**config.mk**
```make
export PLATFORM = sky130hd
export DESIGN_NAME = uart_tx_frame
export DESIGN_NICKNAME = d
export VERILOG_FILES = /design/src/rtl/uart_tx_pkg.sv /design/src/rtl/uart_tx_shifter.sv /design/src/rtl/uart_tx_frame.sv
export SDC_FILE = /design/constraint.sdc
export NUM_CORES = 1
export LEC_CHECK = 0
export CAP_MARGIN = 20
export CORE_AREA = 8 8 60 62
export CTS_CLUSTER_SIZE = 20
export DETAILED_ROUTE_END_ITERATION = 8
export DIE_AREA = 0 0 68 70
export GPL_TIMING_DRIVEN = 0
export SLEW_MARGIN = 0
export SYNTH_ARGS = -nofsm -noshare
export SYNTH_HDL_FRONTEND = slang
export SYNTH_SLANG_ARGS = --single-unit
```
**constraint.sdc**
```tcl
create_clock -name CLK -period 1.9 [get_ports CLK]
set_clock_uncertainty 0.05 [all_clocks]
set_input_delay 0.19 -clock CLK [delete_from_list [all_inputs] [get_ports CLK]]
set_output_delay 0.19 -clock CLK [all_outputs]
set_load 0.005 [all_outputs]
```
**src/rtl/uart_tx_pkg.sv**
```systemverilog
// rtl/uart_tx_pkg.sv - shared FSM states and line levels for uart_tx_frame (BREAK state under UART_TX_BREAK_EN)
package uart_tx_pkg;

  typedef enum logic [2:0] {
    IDLE   = 3'd0,
    START  = 3'd1,
    DATA   = 3'd2,
    PARITY = 3'd3,
    STOP_1 = 3'd4,
    STOP_2 = 3'd5
`ifdef UART_TX_BREAK_EN
    ,
    BREAK  = 3'd6
`endif
  } tx_state_e;

  localparam logic START_BIT = 1'b0;
  localparam logic STOP_BIT  = 1'b1;

endpackage

```
**src/rtl/uart_tx_shifter.sv**
```systemverilog
// rtl/uart_tx_shifter.sv - data shift register, data bit counter and parity for uart_tx_frame
module uart_tx_shifter #(
  parameter int DATA_WIDTH = 8
) (
  input  logic                  CLK,
  input  logic                  RST,
  input  logic                  load,
  input  logic                  shift,
  input  logic [DATA_WIDTH-1:0] p_data,
  output logic                  ser,
  output logic                  parity,
  output logic                  done
);

  localparam int CW = $clog2(DATA_WIDTH);
  localparam logic [CW-1:0] LAST = CW'(DATA_WIDTH - 1);

  logic [DATA_WIDTH-1:0] sh_q;
  logic [CW-1:0]         cnt_q;
  logic                  par_q;

  // Capture the word on load; each shift exposes the next data bit and advances the counter
  always_ff @(posedge CLK or negedge RST) begin
    if (!RST) begin
      sh_q  <= '0;
      cnt_q <= '0;
      par_q <= 1'b0;
    end else if (load) begin
      sh_q  <= p_data;
      cnt_q <= '0;
      par_q <= ^p_data;
    end else if (shift) begin
      sh_q <= {1'b0, sh_q[DATA_WIDTH-1:1]};
      if (cnt_q != LAST) begin
        cnt_q <= cnt_q + 1'b1;
      end
    end else if (done) begin
      // The last data bit is on the line and no shift is requested: the FSM is leaving DATA
      cnt_q <= '0;
    end
  end

  // ser is the data bit the line will carry after this edge
  assign ser    = shift ? sh_q[1] : sh_q[0];
  assign parity = par_q;
  assign done   = (cnt_q == LAST);

endmodule

```
**src/rtl/uart_tx_frame.sv**
```systemverilog
// rtl/uart_tx_frame.sv - UART frame transmitter, one bit per clock; UART_TX_BREAK_EN adds BRK input and BREAK state
module uart_tx_frame
  import uart_tx_pkg::*;
#(
  parameter int   DATA_WIDTH = 8,
  parameter logic IDLE_LEVEL = STOP_BIT
) (
  input  logic                  CLK,
  input  logic                  RST,
  input  logic [DATA_WIDTH-1:0] P_DATA,
  input  logic                  DATA_VALID,
  input  logic                  PAR_EN,
  input  logic                  PAR_TYP,
  input  logic                  STOP2,
`ifdef UART_TX_BREAK_EN
  input  logic                  BRK,
`endif
  output logic                  TX_OUT,
  output logic                  BUSY
);

  tx_state_e state_q, state_d;
  logic      tx_d;
  logic      load, shift;
  logic      ser, par, done;
  logic      par_en_q, par_typ_q, stop2_q;

  uart_tx_shifter #(.DATA_WIDTH(DATA_WIDTH)) u_shifter (
    .CLK    (CLK),
    .RST    (RST),
    .load   (load),
    .shift  (shift),
    .p_data (P_DATA),
    .ser    (ser),
    .parity (par),
    .done   (done)
  );

  // Next state, next line level and shifter controls; the line level is chosen for the cycle after the edge
  always_comb begin
    state_d = state_q;
    tx_d    = IDLE_LEVEL;
    load    = 1'b0;
    shift   = 1'b0;
    case (state_q)
      IDLE: begin
`ifdef UART_TX_BREAK_EN
        if (BRK) begin
          state_d = BREAK;
          tx_d    = ~IDLE_LEVEL;
        end else
`endif
        if (DATA_VALID) begin
          state_d = START;
          tx_d    = START_BIT;
          load    = 1'b1;
        end
      end
      START: begin
        state_d = DATA;
        tx_d    = ser;
      end
      DATA: begin
        if (!done) begin
          shift = 1'b1;
          tx_d  = ser;
        end else if (par_en_q) begin
          state_d = PARITY;
          tx_d    = par ^ par_typ_q;
        end else begin
          state_d = STOP_1;
        end
      end
      PARITY: begin
        state_d = STOP_1;
      end
      STOP_1: begin
        if (stop2_q) begin
          state_d = STOP_2;
        end else if (DATA_VALID) begin
          state_d = START;
          tx_d    = START_BIT;
          load    = 1'b1;
        end else begin
          state_d = IDLE;
        end
      end
      STOP_2: begin
        if (DATA_VALID) begin
          state_d = START;
          tx_d    = START_BIT;
          load    = 1'b1;
        end else begin
          state_d = IDLE;
        end
      end
`ifdef UART_TX_BREAK_EN
      BREAK: begin
        // STOP_2 is always a single final stop cycle, so it doubles as the post-break stop
        if (BRK) begin
          tx_d = ~IDLE_LEVEL;
        end else begin
          state_d = STOP_2;
        end
      end
`endif
      default: begin
        state_d = IDLE;
      end
    endcase
  end

  // State, registered serial line and the frame configuration captured at acceptance
  always_ff @(posedge CLK or negedge RST) begin
    if (!RST) begin
      state_q   <= IDLE;
      TX_OUT    <= IDLE_LEVEL;
      par_en_q  <= 1'b0;
      par_typ_q <= 1'b0;
      stop2_q   <= 1'b0;
    end else begin
      state_q <= state_d;
      TX_OUT  <= tx_d;
      if (load) begin
        par_en_q  <= PAR_EN;
        par_typ_q <= PAR_TYP;
        stop2_q   <= STOP2;
      end
    end
  end

  assign BUSY = (state_q != IDLE);

endmodule
```
* After elaboration in Yosys (flattened, before gate mapping) *
Cells that the tools add are included.

word-level totals
  bits in registers = 19
  output and inout port bits = 2
  logic and storage cells = 51

operators by class
  add/subtract/negate cells = 1
  equality and inequality tests = 10
  multiplexer cells = 23
  bitwise logic cells = 1
  reductions and logical operators = 8

operators with widths
  kind                 number
  $mux 3               8
  $pmux 3 s6           1
  $mux 8               2
  $mux 1               10
  $eq 3x3->1 const B   3
  $reduce_xor 8->1     1
  $eq 3x2->1 const B   2
  $ne 3x3->1 const B   2
  $reduce_bool 3->1    2
  $ne 2x2->1 const B   2
  $pmux 1 s4           1
  $reduce_and 2->1     2
  $add 3x1->3 const B  1
  $eq 3x1->1 const B   1
  $logic_not 3->1      1
  $pmux 1 s2           1
  $reduce_bool 2->1    1
  $reduce_or 2->1      1
  $xor 1x1->1          1

* Depth between registers and ports, before layout *
Gate-level depths: netlist of the first run.

  word-level depth = 6
  depth in mapped cells = 7

* Hierarchy *
Synthesis of the first run repeated with hierarchy kept, for this count alone.

second synthesis, totals
  cell total of the unflattened synthesis = 98
  area, all modules = 1078.5 um2

modules (own cells, without submodules)
  module           instances  cells each  area each (um2)  seq. area each (um2)
  uart_tx_shifter  1          59          628.1            300.3
  uart_tx_frame    1          39          450.4            176.4

* Least setup slack after synthesis of the first run *
OpenSTA, ideal clock, no wires.

  kind = flip-flop to flip-flop
  start point = register state_q[0]
  end point = register par_en_q
  arrival = 1.648 ns
  path slack = 0.074 ns
  cell stages (with the launch flop) = 5
  buffers on the path = 1
  cells stage by stage = dfrtp_1 nor2b_1 a2111oi_4 buf_6 mux2_1

on the way
  word-level cells in the longest chain between the ends = 3
  elaborated cells between the ends (all ways) = 5
  those cells by class = 2 x eq/ne; 1 x mux; 2 x reduce/logical

ends and longest elaborated chain
  element                                               line                  source
  start, declared                                       uart_tx_frame.sv:22   tx_state_e state_q, state_d;
  start signal, assigned                                uart_tx_frame.sv:122  state_q <= state_d;
  $eq 3x3->1 / $logic_not 3->1 (equally long branches)  uart_tx_frame.sv:45   case (state_q)
  $reduce_or 2->1 (no line)                             --
  $pmux 1 s2 (*)                                        uart_tx_frame.sv:45
  end signal, assigned                                  uart_tx_frame.sv:118  par_en_q <= 1'b0;
  end signal, assigned                                  uart_tx_frame.sv:125  par_en_q <= PAR_EN;
  end, declared                                         uart_tx_frame.sv:26   logic par_en_q, par_typ_q, stop2_q;

Every way passes the cells marked *; elsewhere a longest branch is shown, timed or not.
A chain may end at the register's enable or synchronous reset.

* Final worst setup path of the first run *
  start point = register state_q[0]
  end point = register u_shifter.cnt_q[0]

on the way
  word-level cells in the longest chain between the ends = 5
  elaborated cells between the ends (all ways) = 12
  those cells by class = 4 x eq/ne; 4 x mux; 4 x reduce/logical

ends and longest elaborated chain
  element                                                           line                   source
  $eq 3x3->1 / $logic_not 3->1 (equally long branches)              uart_tx_frame.sv:45
  $reduce_or 2->1 (no line)                                         --
  $pmux 1 s2                                                        uart_tx_frame.sv:45
  $ne 3x3->1 (no line) / $reduce_bool 3->1 (equally long branches)  --
  $reduce_and 2->1 (no line)                                        --
  end signal, assigned                                              uart_tx_shifter.sv:35  cnt_q <= cnt_q + 1'b1;
  end, declared                                                     uart_tx_shifter.sv:19  logic [CW-1:0] cnt_q;

Several ways; a longest one is shown, not always the timed one.

==> results of run 1 <==
[cells in the mapped netlist]
cell type / number
o31ai_1: 2
a31o_2: 1
or3_1: 2
nor2b_1: 3
nor3_2: 1
nand3b_1: 1
a2111oi_4: 1
nor3b_1: 1
o2bb2ai_1: 1
nor2b_2: 1
nand4_1: 1
o21ai_0: 8
clkbuf_1: 2
buf_2: 2
a21o_1: 6
buf_6: 1
a21oi_1: 1
o2111ai_1: 1
mux2_2: 1
inv_1: 4
dfstp_2: 1
mux2i_1: 1
xnor2_1: 8
a22o_1: 6
mux2_1: 2
or4b_2: 1
ha_1: 2
nor2_2: 1
dfrtp_1: 18
nand2_1: 9
o32ai_1: 1
nand2b_1: 2
nor2_1: 4
[per-stage QoR]
stage | hold slack [ns] | worst slack, ns | area (µm²) | cells
floorplan | -0.156 | 0.0743 | 1030 | 97
global placement | 0.411 | -0.258 | 1220 | 143
detailed placement | 0.416 | -0.255 | 1220 | 143
CTS | 0.347 | 0.0731 | 1280 | 150
global route | 0.370 | 0.0204 | 1280 | 149
finish | 0.314 | 0.0985 | 1280 | 149
[metal layers]
| layer | up-vias | GRT usage | wire length, µm |
|---|---|---|---|
| met5 | - | 0 | 0 |
| met4 | 0 | 0.0478 | 44 |
| met3 | 4 | 0.0255 | 125 |
| met2 | 22 | 0.151 | 952 |
| met1 | 377 | 0.128 | 995 |
| li1 | 392 | - | - |
[timing repair]
action / CTS / global route
hold buffers: 0 / 0
endpoints found under the hold margin: 0 / 0
pin swaps: 2 / 0
gates resized for setup: 4 / 0
buffers inserted: 4 / 0
setup endpoints to repair: 14 / 1
[power by group]
group	switching, mW	leakage (nW)	internal (mW)
combinational	0.478	0.316	0.515
sequential	0.130	0.235	0.605
clock	0.133	0.0177	0.0785
total	0.740	0.568	1.20
[logic make-up after synthesis]
kind of cell / Yosys count
adder cells (fa/ha/maj): 2
buffers and inverters: 9
multiplexers: 4
flip-flops: 19
XOR/XNOR: 8
AND/OR/NAND/NOR: 27
AO/OA/AOI/OAI: 28
[registers in the layout (all words and copies together) (netlist names)]
register	flops
stop2_q	1
u_shifter.sh_q	8
par_typ_q	1
u_shifter.cnt_q	3
TX_OUT	1
u_shifter.parity	1
state_q	3
par_en_q	1
[area by class of cell]
class | instances | share of cell area
multi-input combinational | 69 | 0.405
sequential | 19 | 0.373
timing repair buffer | 19 | 0.140
tap | 31 | 0.0304
buffer | 3 | 0.0186
clock buffer | 3 | 0.0176
inverter | 4 | 0.0118
clock inverter | 1 | 0.00392
[worst max-delay path, cell delays in order, from the launching register on]
cell and delay, ns:
dfrtp_1 0.48, nor2b_2 0.24, a2111oi_4 0.12, buf_4 0.15, or4b_2 0.59, o21ai_0 0.09
[how the worst max path moves through the flow]
stage / startpoint / endpoint / slack, ns
global route: state_q[0] / u_shifter.cnt_q[0] / 0.02
CTS: u_shifter.cnt_q[0] / u_shifter.sh_q[0] / 0.07
detailed placement: DATA_VALID / par_en_q / -0.25
floorplan: state_q[0] / par_en_q / 0.07
finish: state_q[0] / u_shifter.cnt_q[0] / 0.1
global placement: DATA_VALID / stop2_q / -0.26
==> key figures, run 1 <==
Flow run
  • Max cap viols: 0

Synth
  • Adder-cell share of the synthesized area: 0.0243
  • Post-synthesis register bit count: 19
  • Yosys top cell area share: 0.438
  • Sequential area share after synthesis: 0.464
  • Mean Syn Cell Area: 10.6 µm²
  • Complex-gate fraction of the synthesized area: 0.214
  • Simple logic cell fraction of the synthesized area: 0.145
  • Synthesized cell area: 1030 µm²
  • Synthesized instance count: 97
  • Xor and xnor area share after synthesis: 0.0681
  • Syn Nets: 113
  • Combinational family with the most area after synthesis: compound AO/OA/AOI/OAI gates
  • Yosys cell types: 33
  • Mux contribution to synthesized area: 0.0426
  • Top post-synthesis cells by area: dfrtp_1, xnor2_1, a22o_1
  • Post-synth top area cell: dfrtp_1
  • Synth warn: 0

Hold path
  • Hold Crit Class: in2async

Floorplan
  • Die width: 68 µm
  • Die Y: 70 µm
  • Initial Utilization: 0.386
  • Die ar.: 4760 µm²
  • Core area: 2660 µm²
  • I/O pins: 16
  • Row count: 19

Timing
  • Slew @ Worst Pin: 0.873 ns
  • Final hold violation count: 0
  • Setup Viol. Count Final: 0
  • Slew Limit Headroom: 0.416
  • Setup TNS: 0 ns
  • FMAX: 555 MHz
  • Minimum clock period: 1.80 ns
  • Tcrit/Tclk final: 0.948
  • Unrepaired setup endpoints after global routing: no
  • Slew Viols, Final: 0

Final layout
  • Seq. cell area: 477 µm²
  • Ratio of cells with drive above 1 in the final layout: 0.169
  • Synth-to-layout area growth: 24.2%
  • Ant. Diodes: 0
  • Util after Layout: 0.480
  • Final-stage net count: 135
  • Most frequent cells in the layout: dfrtp_1, clkdlybuf4s50_1, nand2_1
  • Layout fillers: 269
  • Commonest non-fill, non-tap cell in the layout: dfrtp_1
  • Area of the multi-input gates: 517 µm²

Route
  • DRC: 0
  • Pre-antenna DRT Iters: 4
  • Final wirelength: 2120 µm
  • Initial drt markers: 63
  • Vias: 795
  • DR WL/cell: 14.2 µm
  • Vias per cell: 5.34
  • Post-DRT Antenna Nets: 0

Clock network
  • TritonCTS buffer count: 3
  • Clock Latency Late Sink: 0.31 ns
  • Root Driver: clkbuf_4
  • CTS Buffer Depth: 2
  • Worst-path clk slew: 0.12 ns
  • CTS tree: built
  • TritonCTS Sinks: 19
  • CTS H-Tree Depth: 1

Setup path
  • Setup slack, reg-to-reg: 0.1 ns
  • R2R Path Start: state_q[0]
  • WS Path Type: reg2reg
  • Crit Path Max Fanout: 9
  • R2R depth: 5
  • CP arrival: 1.99 ns
  • Nature of the critical path endpoint: flop
  • Setup crit start kind: flop
  • Critical Path RT: 2.08 ns
  • RR Endpoint: u_shifter.cnt_q[0]

Placement
  • Final HPWL DP: 1530 µm
  • Port Buffers: 15
  • Routability Congestion: 0.765

GRT
  • Pin count of the biggest net entering global routing: 20
  • First-pass GRT wire length: 3760 µm
  • Grt ovf: 0
  • Initial antenna violation count: 0
  • GRT Overall Usage: 0.100
  • Number of global-route vias before repair: 859

Pwr
  • IR drop worst, VDD: 0.714 mV
  • Leakage: 0.568 nW
  • Tot Pwr: 1.94 mW
  • Power Density: 1520 nW/µm²

Outcome
  • Outcome: finished clean
No activity file was read; power rests on OpenSTA's default activity.
==> run 2, diff against run 1 <==
ABC_CLOCK_PERIOD_IN_PS = 1800   (was default)
clock period = 1.8 ns   (was 1.9 ns; I/O delays follow)
==> key figures, run 2 (synthesis results as in run 1) <==
Outcome
  • Outcome: finished clean

Final layout
  • Util after Layout: 0.497 (+0.0174)
  • Max FFs per register: 8 (unchanged)
  • Biggest regs: u_shifter.sh_q (8), state_q (3), u_shifter.cnt_q (3)
  • Most frequent cells in the layout: dfrtp_1, clkdlybuf4s50_1, nand2_1
  • Ratio of cells with drive above 1 in the final layout: 0.198 (+0.0289)
  • Final cell count without fillers: 152 (+2.0%)
  • Ant. Diodes: 0 (unchanged)
  • Biggest register: u_shifter.sh_q
  • Synth-to-layout area growth: 28.7%
  • Commonest non-fill, non-tap cell in the layout: dfrtp_1
  • Final-stage net count: 138 (+2.2%)

Setup path
  • Crit path from: state_q[2]
  • Setup crit start kind: flop
  • Slowest stage delay, CP: 0.59 ns (about the same)
  • Critical Path Most Common Cell: buf_4
  • Slowest-stage cell, CP: or4b_2
  • Crit path cell chain: buf_4 -> nor2b_1 -> a2111oi_4 -> buf_4 -> or4b_2 -> o21ai_0
  • WP buf/inv: 2 (+1)
  • R2R Path Start: state_q[2]
  • R2R depth: 6 (+1)
  • CP arrival: 1.95 ns (-0.04 ns)
  • CP Depth: 6 (+1)
  • RR Endpoint: u_shifter.cnt_q[0]
  • Crit Path Max Fanout: 3 (-6)
  • Critical Path RT: 1.97 ns (-0.11 ns)
  • Nature of the critical path endpoint: flop
  • Cell class contributing the biggest share of worst-path delay: simple AND/OR/NAND/NOR gates
  • WS Path Type: reg2reg
  • Setup slack, reg-to-reg: 0.03 ns (-0.07 ns)

Placement
  • Routability Congestion: 0.762 (-0.35%)
  • Dpl ws: -0.390 ns (-0.135 ns)
  • Port Buffers: 15 (unchanged)
  • Final HPWL DP: 1540 µm (+0.64%)
  • Dpl cells: 143 (unchanged)

Route
  • Final wirelength: 2180 µm (+2.8%)
  • Vias per cell: 5.23 (-2.0%)
  • Initial drt markers: 47 (-25%)
  • DR WL/cell: 14.3 µm (+0.80%)
  • DRC: 0 (unchanged)
  • Pre-antenna DRT Iters: 4 (unchanged)
  • Vias: 795 (unchanged)
  • Post-DRT Antenna Nets: 0 (unchanged)

Timing
  • Slew Viols, Final: 0 (unchanged)
  • FMAX: 564 MHz (+1.6%)
  • Setup TNS: 0 ns (unchanged)
  • Setup Viol. Count Final: 0 (unchanged)
  • Minimum clock period: 1.77 ns (-0.0287 ns)
  • Slew Limit Headroom: 0.429 (+0.0132)
  • Tcrit/Tclk final: 0.985 (+0.0367)
  • Worst hold slack: 0.302 ns (-0.0118 ns)
  • Final WS setup: 0.0273 ns (-0.0713 ns)
  • Final hold violation count: 0 (unchanged)
  • Slew @ Worst Pin: 0.853 ns (-0.0197 ns)
  • Unrepaired setup endpoints after global routing: yes

Floorplan
  • Core area: 2660 µm² (unchanged)
  • Die Y: 70 µm (unchanged)
  • Row count: 19 (unchanged)
  • Die ar.: 4760 µm² (unchanged)
  • Die width: 68 µm (unchanged)
  • Initial Utilization: 0.386 (unchanged)
  • I/O pins: 16 (unchanged)

Clock network
  • CTS H-Tree Depth: 1 (unchanged)
  • CTS Buffer Depth: 2 (unchanged)
  • Worst-path clk slew: 0.11 ns (about the same)
  • CTS tree: built
  • Clock Latency Late Sink: 0.30 ns (about the same)
  • TritonCTS Sinks: 19 (unchanged)
  • Root Driver: clkbuf_4
  • TritonCTS buffer count: 3 (unchanged)

Pwr
  • Leakage: 0.587 nW (+3.3%)
  • Power Density: 1620 nW/µm² (+6.4%)
  • IR drop worst, VDD: 0.969 mV (+36%)

GRT
  • First-pass GRT wire length: 3950 µm (+4.9%)
  • GRT Overall Usage: 0.104 (+0.00379)
  • Grt ovf: 0 (unchanged)
  • Number of global-route vias before repair: 879 (+2.3%)
  • Initial antenna violation count: 0 (unchanged)
  • Pin count of the biggest net entering global routing: 20 (unchanged)

Hold path
  • Hold Crit Class: in2async

Flow run
  • Max cap viols: 0 (unchanged)
-- run 2: worst reg2reg max path, delay by kind of cell, from the launching register on --
family / cells / cell delay (ns)
AO/OA/AOI/OAI: 2 / 0.17
flip-flops: 1 / 0.42
buffers and inverters: 2 / 0.28
AND/OR/NAND/NOR: 2 / 0.77
-- run 2: how the worst max path moves through the flow --
| stage | endpoint |
|---|---|
| floorplan | par_en_q |
| global placement | stop2_q |
| detailed placement | par_en_q |
| CTS | u_shifter.cnt_q[0] |
| global route | u_shifter.cnt_q[0] |
| finish | u_shifter.cnt_q[0] |
-- run 2: what timing repair did --
action	in CTS	in global routing
pin swaps	2	1
setup endpoints to repair	16	12
buffers inserted	6	1
resized for setup	4	5
endpoints found under the hold margin	0	0
hold buffers	0	0
-- run 2: layout make-up --
type	count	area [µm²]
clock buffers	4	26.3
fillers	255	1340
repair buffers	22	201
inverters	4	15.0
flip-flops and latches	19	478
plain buffers	3	27.5
well taps	31	38.8
multi-input cells	69	537
-- run 2: routing by layer --
layer / up-vias / part of all wire / GRT usage
met5: - / 0 / 0
met4: 0 / 0.0064 / 0.0251
met1: 388 / 0.48 / 0.139
met3: 2 / 0.055 / 0.0431
met2: 14 / 0.46 / 0.150
li1: 391 / - / -
-- run 2: per-stage QoR --
stage,power [mW],area (µm²)
floorplan,1.49,1030
global placement,1.74,1220
detailed placement,1.77,1220
CTS,2.09,1290
global route,2.34,1320
finish,2.14,1320
-- run 2: power breakdown --
part	internal, mW	switching, mW
Clock	0.0864	0.135
Combinational	0.610	0.521
Sequential	0.641	0.145
Total	1.34	0.801
==> run 3, diff against run 2 <==
PLACE_DENSITY_LB_ADDON = 0.05   (was default)
==> key figures, run 3 (synthesis results as in run 1) <==
Pwr
  • Clock share of power: 0.101 (-0.003)
  • Leakage: 0.586 nW (about the same)
  • Reg power frac: 0.355 (-0.013)
  • P_sw: 0.841 mW (+5.1%)
  • Design internal power: 1.38 mW (+2.9%)
  • IR drop worst, VDD: 0.805 mV (-17%)
  • Sw Share: 0.379 (+0.00496)
  • Power Density: 1640 nW/µm² (+1.8%)
  • Logic pwr share: 0.543 (+0.014)

Timing
  • Minimum clock period: 1.72 ns (-0.0513 ns)
  • Setup TNS: 0 ns (unchanged)
  • Final WS setup: 0.0785 ns (+0.0513 ns)
  • Slew Viols, Final: 0 (unchanged)
  • Slew @ Worst Pin: 0.861 ns (+0.00773 ns)
  • Worst hold slack: 0.298 ns (-0.00347 ns)
  • Setup Viol. Count Final: 0 (unchanged)
  • Slew Limit Headroom: 0.424 (-0.00517)
  • Final hold violation count: 0 (unchanged)
  • Tcrit/Tclk final: 0.956 (-0.0285)
  • FMAX: 581 MHz (+3.0%)

Floorplan
  • Die width: 68 µm (unchanged)
  • Die ar.: 4760 µm² (unchanged)
  • Core area: 2660 µm² (unchanged)
  • Initial Utilization: 0.386 (unchanged)
  • Row count: 19 (unchanged)
  • I/O pins: 16 (unchanged)
  • Die Y: 70 µm (unchanged)

Clock network
  • TritonCTS Sinks: 19 (unchanged)
  • TritonCTS buffer count: 3 (unchanged)
  • CTS H-Tree Depth: 1 (unchanged)
  • Hold_buf cts: 0 (unchanged)
  • CTS Buffer Depth: 2 (unchanged)
  • Worst-path clk slew: 0.12 ns (about the same)
  • Root Driver: clkbuf_4
  • Clock Latency Late Sink: 0.31 ns (about the same)
  • CTS tree: built

Placement
  • Routability Congestion: 0.777 (+1.9%)
  • Final HPWL DP: 1560 µm (+1.4%)
  • Port Buffers: 15 (unchanged)
  • DP Area: 1220 µm² (unchanged)
  • Dpl ws: -0.399 ns (-0.00923 ns)

Final layout
  • Seq. cell area: 478 µm² (unchanged)
  • Ant. Diodes: 0 (unchanged)
  • Max FFs per register: 8 (unchanged)
  • Biggest register: u_shifter.sh_q
  • Area of the multi-input gates: 553 µm² (+3.0%)
  • Fin area: 1350 µm² (+1.9%)
  • Most frequent cells in the layout: dfrtp_1, clkdlybuf4s50_1, nand2_1
  • Layout fillers: 261 (+2.4%)
  • Synth-to-layout area growth: 31.1%
  • Ratio of cells with drive above 1 in the final layout: 0.225 (+0.0267)
  • Commonest non-fill, non-tap cell in the layout: dfrtp_1
  • Final-stage net count: 137 (-0.72%)
  • Biggest regs: u_shifter.sh_q (8), state_q (3), u_shifter.cnt_q (3)

Route
  • DRC: 0 (unchanged)
  • Final wirelength: 2220 µm (+1.8%)
  • Vias per cell: 5.14 (-1.7%)
  • Vias: 776 (-2.4%)
  • Pre-antenna DRT Iters: 4 (unchanged)
  • Post-DRT Antenna Nets: 0 (unchanged)
  • Initial drt markers: 41 (-13%)
  • DR WL/cell: 14.7 µm (+2.5%)

Setup path
  • Crit Path Max Fanout: 9 (+6)
  • Setup crit start kind: flop
  • Critical Path RT: 2.00 ns (+0.03 ns)
  • CP arrival: 1.92 ns (-0.03 ns)
  • Nature of the critical path endpoint: flop
  • WS Path Type: reg2reg

Outcome
  • Outcome: finished clean

GRT
  • Pin count of the biggest net entering global routing: 20 (unchanged)
  • Number of global-route vias before repair: 793 (-9.8%)
  • GRT Overall Usage: 0.0988 (-0.00546)
  • Grt ovf: 0 (unchanged)
  • Initial antenna violation count: 0 (unchanged)
  • First-pass GRT wire length: 3760 µm (-4.7%)

Flow run
  • Max cap viols: 0 (unchanged)

Hold path
  • Hold Crit Class: in2async
## run 3: power groups by stage
stage,logic [mW],clock network [mW],registers [mW]
floorplan,0.747,0,0.745
global placement,0.984,0,0.779
detailed placement,1.00,0,0.782
CTS,1.14,0.238,0.775
global route,1.34,0.264,0.813
finish,1.20,0.224,0.788
## run 3: what timing repair did
action	in CTS	in global routing
setup endpoints to repair	16	8
pin swaps	2	0
gates resized for setup	6	9
buffers inserted	5	1
gates cloned	0	0
## run 3: metal layers
layer | global-route usage | share of wire
met1 | 0.133 | 0.47
met4 | 0.0137 | 0.0054
met2 | 0.144 | 0.46
met5 | 0 | 0
met3 | 0.0447 | 0.069
## run 3: cell type report
type | count | share of cell area
timing repair buffer | 21 | 0.153
inverter | 4 | 0.0111
buffer | 3 | 0.0204
sequential | 19 | 0.354
clock inverter | 1 | 0.00557
tap | 31 | 0.0288
multi-input combinational | 69 | 0.410
clock buffer | 3 | 0.0167
## run 3: path summary, 6_finish.rpt
check | cells after the start | endpoint | slack (ns) | from
setup / recovery | 5 | u_shifter.cnt_q[0] | 0.08 | state_q[0]
setup reg to reg | 5 | u_shifter.cnt_q[0] | 0.08 | state_q[0]
min in group CLK | 2 | par_en_q | 0.42 | PAR_EN
hold / removal | 1 | u_shifter.cnt_q[2] | 0.30 | RST
hold reg to reg | 1 | u_shifter.sh_q[5] | 0.44 | u_shifter.sh_q[5]
max in group asynchronous | 1 | state_q[0] | 0.81 | RST
## run 3: worst max-delay path, stage by stage (launching register included)
cell       delay [ns]
dfrtp_2          0.49
nor2b_4          0.17
a2111oi_4        0.10
buf_4            0.16
or4b_2           0.62
o21ai_2          0.08
## run 3: metrics by stage
| stage | total power, mW | util | std cells |
|---|---|---|---|
| after global placement | 1.76 | 0.458 | 143 |
| final | 2.22 | 0.507 | 151 |
| after detailed placement | 1.78 | 0.458 | 143 |
| after floorplan | 1.49 | - | 97 |
| after global routing | 2.42 | 0.507 | 151 |
| after CTS | 2.15 | 0.491 | 150 |
